===== src/rtl/bcd_display_pkg.sv =====
// rtl/bcd_display_pkg.sv - shared FSM state, seven-segment patterns and double-dabble helper
package bcd_display_pkg;

  typedef enum logic [1:0] {
    IDLE  = 2'd0,
    SHIFT = 2'd1,
    DONE  = 2'd2
  } state_t;

  // Active-low, bit order g..a
  localparam logic [6:0] SEG_0     = 7'b1000000;
  localparam logic [6:0] SEG_1     = 7'b1111001;
  localparam logic [6:0] SEG_2     = 7'b0100100;
  localparam logic [6:0] SEG_3     = 7'b0110000;
  localparam logic [6:0] SEG_4     = 7'b0011001;
  localparam logic [6:0] SEG_5     = 7'b0010010;
  localparam logic [6:0] SEG_6     = 7'b0000010;
  localparam logic [6:0] SEG_7     = 7'b1111000;
  localparam logic [6:0] SEG_8     = 7'b0000000;
  localparam logic [6:0] SEG_9     = 7'b0010000;
  localparam logic [6:0] SEG_BLANK = 7'b1111111;

  function automatic logic [3:0] dabble_adj(input logic [3:0] d);
    return (d >= 4'd5) ? d + 4'd3 : d;
  endfunction

endpackage


===== src/rtl/seg7_digit_decoder.sv =====
// rtl/seg7_digit_decoder.sv - BCD nibble to active-low seven-segment pattern
module seg7_digit_decoder
  import bcd_display_pkg::*;
(
  input  logic [3:0] digit,
  output logic [6:0] seg
);

  always_comb begin
    seg = SEG_BLANK;
    case (digit)
      4'd0:    seg = SEG_0;
      4'd1:    seg = SEG_1;
      4'd2:    seg = SEG_2;
      4'd3:    seg = SEG_3;
      4'd4:    seg = SEG_4;
      4'd5:    seg = SEG_5;
      4'd6:    seg = SEG_6;
      4'd7:    seg = SEG_7;
      4'd8:    seg = SEG_8;
      4'd9:    seg = SEG_9;
      default: seg = SEG_BLANK;
    endcase
  end

endmodule


===== src/rtl/bcd_display_seq.sv =====
// rtl/bcd_display_seq.sv - iterative double-dabble converter driving DIGITS seven-segment displays
// Optional LEADING_ZERO_BLANK_EN blanks digits above the most significant non-zero digit.
module bcd_display_seq
  import bcd_display_pkg::*;
#(
  parameter int WIDTH  = 8,
  parameter int DIGITS = 3
) (
  input  logic                  clk,
  input  logic                  rst,
  input  logic                  start,
  input  logic [WIDTH-1:0]      in_data,
  output logic                  busy,
  output logic                  done,
  output logic [4*DIGITS-1:0]   bcd_out,
  output logic [7*DIGITS-1:0]   hex_out,
  output logic                  ovf
);

  localparam int CNT_W = $clog2(WIDTH + 1);
  localparam int ACC_W = 4 * DIGITS;
  localparam int HEX_W = 7 * DIGITS;

  state_t             state_q, state_d;
  logic [CNT_W-1:0]   cnt_q, cnt_d;
  logic [WIDTH-1:0]   opnd_q, opnd_d;
  logic [ACC_W-1:0]   acc_q, acc_d;
  logic               sticky_q, sticky_d;
  logic               busy_q, busy_d;
  logic               done_q, done_d;
  logic [ACC_W-1:0]   bcd_q, bcd_d;
  logic [HEX_W-1:0]   hex_q, hex_d;
  logic               ovf_q, ovf_d;

  logic [ACC_W-1:0]   acc_adj;
  logic [ACC_W-1:0]   acc_shift;
  logic               ovf_new;
  logic [HEX_W-1:0]   seg_w;
  logic [HEX_W-1:0]   hex_shown;

  always_comb begin
    acc_adj = '0;
    for (int i = 0; i < DIGITS; i++) begin
      acc_adj[4*i +: 4] = dabble_adj(acc_q[4*i +: 4]);
    end
  end

  assign acc_shift = {acc_adj[ACC_W-2:0], opnd_q[WIDTH-1]};
  assign ovf_new   = sticky_q | acc_adj[ACC_W-1];

  // Decode the post-shift accumulator so the last SHIFT edge can register the final result.
  for (genvar g = 0; g < DIGITS; g++) begin : g_dec
    seg7_digit_decoder u_dec (
      .digit (acc_shift[4*g +: 4]),
      .seg   (seg_w[7*g +: 7])
    );
  end

  always_comb begin
    hex_shown = seg_w;
`ifdef LEADING_ZERO_BLANK_EN
    begin : blank_leading
      logic lead_zero;
      lead_zero = 1'b1;
      for (int i = DIGITS - 1; i > 0; i--) begin
        lead_zero = lead_zero & (acc_shift[4*i +: 4] == 4'd0);
        if (lead_zero && !ovf_new) begin
          hex_shown[7*i +: 7] = SEG_BLANK;
        end
      end
    end
`endif
  end

  always_comb begin
    state_d  = state_q;
    cnt_d    = cnt_q;
    opnd_d   = opnd_q;
    acc_d    = acc_q;
    sticky_d = sticky_q;
    bcd_d    = bcd_q;
    hex_d    = hex_q;
    ovf_d    = ovf_q;
    done_d   = 1'b0;
    case (state_q)
      IDLE: begin
        if (start) begin
          state_d  = SHIFT;
          opnd_d   = in_data;
          acc_d    = '0;
          sticky_d = 1'b0;
          cnt_d    = '0;
        end
      end
      SHIFT: begin
        opnd_d   = opnd_q << 1;
        acc_d    = acc_shift;
        sticky_d = ovf_new;
        cnt_d    = cnt_q + CNT_W'(1);
        if (cnt_q == CNT_W'(WIDTH - 1)) begin
          state_d = DONE;
          done_d  = 1'b1;
          bcd_d   = acc_shift;
          hex_d   = hex_shown;
          ovf_d   = ovf_new;
        end
      end
      DONE: begin
        state_d = IDLE;
      end
      default: begin
        state_d = IDLE;
      end
    endcase
    busy_d = (state_d != IDLE);
  end

  always_ff @(posedge clk) begin
    if (rst) begin
      state_q  <= IDLE;
      cnt_q    <= '0;
      opnd_q   <= '0;
      acc_q    <= '0;
      sticky_q <= 1'b0;
      busy_q   <= 1'b0;
      done_q   <= 1'b0;
      bcd_q    <= '0;
      hex_q    <= {DIGITS{SEG_BLANK}};
      ovf_q    <= 1'b0;
    end else begin
      state_q  <= state_d;
      cnt_q    <= cnt_d;
      opnd_q   <= opnd_d;
      acc_q    <= acc_d;
      sticky_q <= sticky_d;
      busy_q   <= busy_d;
      done_q   <= done_d;
      bcd_q    <= bcd_d;
      hex_q    <= hex_d;
      ovf_q    <= ovf_d;
    end
  end

  assign busy    = busy_q;
  assign done    = done_q;
  assign bcd_out = bcd_q;
  assign hex_out = hex_q;
  assign ovf     = ovf_q;

endmodule


===== config.mk =====
export PLATFORM = sky130hd
export DESIGN_NAME = bcd_display_seq
export DESIGN_NICKNAME = d
export VERILOG_FILES = /design/src/rtl/bcd_display_pkg.sv /design/src/rtl/seg7_digit_decoder.sv /design/src/rtl/bcd_display_seq.sv
export SDC_FILE = /design/constraint.sdc
export NUM_CORES = 1
export LEC_CHECK = 0
export CELL_PAD_IN_SITES_DETAIL_PLACEMENT = 1
export CELL_PAD_IN_SITES_GLOBAL_PLACEMENT = 2
export CORE_MARGIN = 1
export CORE_UTILIZATION = 30
export CTS_BUF_LIST = sky130_fd_sc_hd__clkbuf_8
export CTS_CLUSTER_DIAMETER = 200
export DETAILED_ROUTE_END_ITERATION = 10
export PLACE_DENSITY = 0.9
export SLEW_MARGIN = 0
export SYNTH_ARGS = -nofsm -noshare
export SYNTH_HDL_FRONTEND = slang
export SYNTH_SLANG_ARGS = --single-unit
export TNS_END_PERCENT = 1

===== constraint.sdc =====
create_clock -name clk -period 2.3 [get_ports clk]
set_input_delay 0.23 -clock clk [delete_from_list [all_inputs] [get_ports clk]]
set_output_delay 0.23 -clock clk [all_outputs]
set_load 0.05 [all_outputs]

==> flow_summary.toml <==
[final_layout]
area_growth_syn_to_layout_pct = 30.90
layout-drive-gt1-share = 0.1379
final_net_count = 453
post-route-util = 0.4097
antenna_cells = 0

[min_path]
min-delay-path-class = "input port to flop"

[yosys]
ys.warnings.count = 0
library_cell_with_the_highest_instance_count_after_synthesis = "sky130_fd_sc_hd__dfxtp_1"
async_set_or_reset_register_ratio_after_synthesis = 0
syn-mean-instance-area_um2 = 8.316
synth-seq-area-share = 0.4066
synthCells = 373
synth_ff_type = "sky130_fd_sc_hd__dfxtp_1"
synth-xor-area-share = 0.01129
combinational_family_with_the_most_area_after_synthesis = "compound AO/OA/AOI/OAI gates"
area_share_of_and_or_nand_nor_cells_after_synthesis = 0.1694
synthesis.area_um2 = 3102
synth_largest_area_cell = "sky130_fd_sc_hd__dfxtp_1"
syn-num-nets = 396
synth_top_area_share = 0.4066
ys_top_cells_by_area = "sky130_fd_sc_hd__dfxtp_1 41%, sky130_fd_sc_hd__ha_1 4.8%, sky130_fd_sc_hd__nor2_1 4.8%, sky130_fd_sc_hd__nand2_1 4.7%, sky130_fd_sc_hd__a21oi_1 4.4%"
synth_adder_area_share = 0.04841
ys_ff_latch = 63
share_of_cell_area_taken_by_muxes_after_synthesis = 0.02501
synth_commonest_cells = "63 x sky130_fd_sc_hd__dfxtp_1, 40 x sky130_fd_sc_hd__nor2_1, 39 x sky130_fd_sc_hd__nand2_1, 27 x sky130_fd_sc_hd__a21oi_1, 21 x sky130_fd_sc_hd__inv_1"
synth.distinct_cells = 57
synth-edff-count = 0
synth_compound_area_frac = 0.2775

[cts]
cts-buffers-inserted = 9
cts_max_level = 3
clk_root_buffer_cell = "sky130_fd_sc_hd__clkbuf_8"
cts-root-to-sink-buffers = 2
clk_transition_reported_paths_ps = 70
clock_tree_from_tritoncts = "done"
cts_hold_buf = 0
tritoncts_num_sinks = 63
clock_network_latency_to_the_later_pin_of_the_worst_skew_pair_ps = 340

[pwr]
ir_drop_uv = 235.9
cellPowerDensity_nw_per_um2 = 559.9
static-leakage-power_uw = 0.001529

[grt]
grtUsageTotal = 0.1709
grt_pass1_wl_mm = 14.95
number_of_antenna_violations_at_the_first_check_in_global_routing = 0
vias_in_the_first_global_route = 3042
overflow = 0
pin_count_of_the_biggest_net_entering_global_routing = 39

[detailed_routing]
via_per_inst = 5.259
totalWireLength_mm = 8.918
detailedRoute.firstPassIterationCount = 4
drc = 0
wl_per_cell_um = 15.70
drt.antenna.violating_nets = 0
route.vias.total = 2987
drt_first_iter_violations = 112

[worst_setup_path]
crit_fanout = 6
timing.critical_path.slowest_stage_cell = "sky130_fd_sc_hd__dfxtp_1"
arrival_ps = 2480
worst_setup_path_end_kind = "flop"
setup.worst_path.class = "flop to flop"
critical_path.n_buffers_inverters = 1
path_cells = "inv_1 -> ha_1 -> nand2b_1 -> a21oi_4 -> xnor2_1 -> ha_1 -> o31a_1 -> a221o_1"
critPathMaxStageDelay_ps = 350
required_time_at_the_endpoint_of_the_critical_path_ps = 2530
cp_top_family = "compound AO/OA/AOI/OAI gates"
crit_top_cell = "sky130_fd_sc_hd__ha_1"
critical_path.startpoint_type = "flop"

[timing]
report.final.slew_viol_count = 0
finalSetupViolations = 0
final.period_utilization = 0.9763
period_needed_ps = 2246
max_freq_mhz = 445.3
layout_setup_ws_ps = 54.42
clock_skew_ps = 7.126
number_of_hold_violations_in_the_final_report = 0
worst_pin_slew_ps = 740.7
grt_setup_unrepaired = "true"
timing.slew.headroom = 0.5062

[die]
die_y_um = 103.7
die_width_um = 103.7
floorplan.core_area_um2 = 9910
i_o_pin_count = 47
rows = 36
die_outline_area_um2 = 10750
floorplan.initialDensity = 0.3130

[placed_design]
pre_cts_slack_ps = -5.955
gpl_wtd_cong = 0.8163
port_buffers = 46
dp_hpwl_mm = 6.490

[status]
run_status = "finished, final reports clean"

[run]
max_cap_viol_count = 0
[registers in the layout (all words and copies together), names as in the netlist]
signal	flops
state_q	2
sticky_q	1
done	1
busy	1
ovf	1
acc_q	12
opnd_q	8
bcd_out	12
cnt_q	4
hex_out	21
[report_power, final]
| group | switching (µW) | internal [µW] | total [µW] |
|---|---|---|---|
| clock network | 424 | 582 | 1010 |
| logic | 85.7 | 59.1 | 145 |
| registers | 14.5 | 1110 | 1120 |
| total | 524 | 1750 | 2270 |
[metrics by stage]
stage               hold WS (ps)  total power, µW  instances  cell area [µm²]  TNS, ps
floorplan                  348.4             1229        373             3102        0
global placement           446.0             1282        552             3805        0
detailed placement         451.8             1288        552             3805   -9.608
CTS                        438.1             2297        568             4021        0
global route               468.5             2363        568             4060   -160.7
finish                     445.1             2273        568             4060        0
[cell usage in the layout, fill, tap and decap left out, types with 3 or more instances in the layout]
cell / n
sky130_fd_sc_hd__o21ai_1: 3
sky130_fd_sc_hd__nand2_1: 39
sky130_fd_sc_hd__a31oi_1: 5
sky130_fd_sc_hd__inv_1: 21
sky130_fd_sc_hd__a211oi_1: 9
sky130_fd_sc_hd__ha_1: 9
sky130_fd_sc_hd__o21ai_0: 17
sky130_fd_sc_hd__a221o_1: 4
sky130_fd_sc_hd__o311ai_0: 3
sky130_fd_sc_hd__nor3_1: 13
sky130_fd_sc_hd__a22oi_1: 13
sky130_fd_sc_hd__clkinv_2: 3
sky130_fd_sc_hd__a21oi_1: 26
sky130_fd_sc_hd__a211o_1: 3
sky130_fd_sc_hd__clkdlybuf4s50_1: 45
sky130_fd_sc_hd__clkbuf_8: 12
sky130_fd_sc_hd__a221oi_1: 7
sky130_fd_sc_hd__dfxtp_1: 61
sky130_fd_sc_hd__nor2_1: 39
sky130_fd_sc_hd__o22ai_1: 8
sky130_fd_sc_hd__and2_1: 3
sky130_fd_sc_hd__and3b_1: 3
sky130_fd_sc_hd__nor2b_1: 3
sky130_fd_sc_hd__buf_4: 21
sky130_fd_sc_hd__nand3_1: 3
sky130_fd_sc_hd__nor3b_1: 3
sky130_fd_sc_hd__a21o_1: 4
sky130_fd_sc_hd__o31a_1: 3
sky130_fd_sc_hd__xnor2_1: 4
[area by class of cell]
| cell class | count | area [µm²] |
|---|---|---|
| clock buffers | 12 | 165.2 |
| clock inverters | 4 | 43.79 |
| fillers | 1180 | 5849 |
| inverters | 25 | 95.09 |
| multi-input cells | 263 | 1693 |
| flip-flops and latches | 63 | 1264 |
| well taps | 133 | 166.4 |
| repair buffers | 68 | 633.1 |
[cell families after synthesis]
| kind of cell | after synthesis |
|---|---|
| and+or+nand+nor | 115 |
| muxes | 7 |
| adders and majority gates | 12 |
| buffers and inverters | 47 |
| xor gates and xnor gates | 4 |
| AOI/OAI and AO/OA | 125 |
| DFF | 63 |
[worst register-to-register path, cell delays in order (launching register included)]
cell and delay [ps]:
sky130_fd_sc_hd__dfxtp_1 350, sky130_fd_sc_hd__inv_1 130, sky130_fd_sc_hd__ha_1 210, sky130_fd_sc_hd__nand2b_1 190, sky130_fd_sc_hd__a21oi_4 230, sky130_fd_sc_hd__xnor2_1 190
sky130_fd_sc_hd__ha_1 220, sky130_fd_sc_hd__o31a_1 320, sky130_fd_sc_hd__a221o_1 300
[what timing repair did]
item / 4_1_cts / 5_1_grt
endpoints found under the setup margin: 3 / 11
pin swaps: 0 / 2
buffers inserted: 0 / 0
cloned: 0 / 0
endpoints found under the hold margin: 0 / 0
resized for setup: 2 / 12
[layer usage]
layer,track usage,part of all wire,up-vias,wire length (µm)
met5,0,0,-,0
met4,0.06224,0.017,0,153
met3,0.03147,0.032,17,288
met2,0.3020,0.49,54,4374
met1,0.2061,0.46,1453,4102
li1,-,-,1463,-
[final timing paths]
check | startpoint | end | slack (ps) | depth (start not counted)
worst min-delay path | rst | acc_q[6] | 450 | 2
worst min register to register | bcd_out[6] | bcd_out[6] | 460 | 2
worst max register to register | acc_q[1] | hex_out[6] | 50 | 8
worst max-delay path | acc_q[1] | hex_out[6] | 50 | 8
No activity file was read; power rests on OpenSTA's default activity.
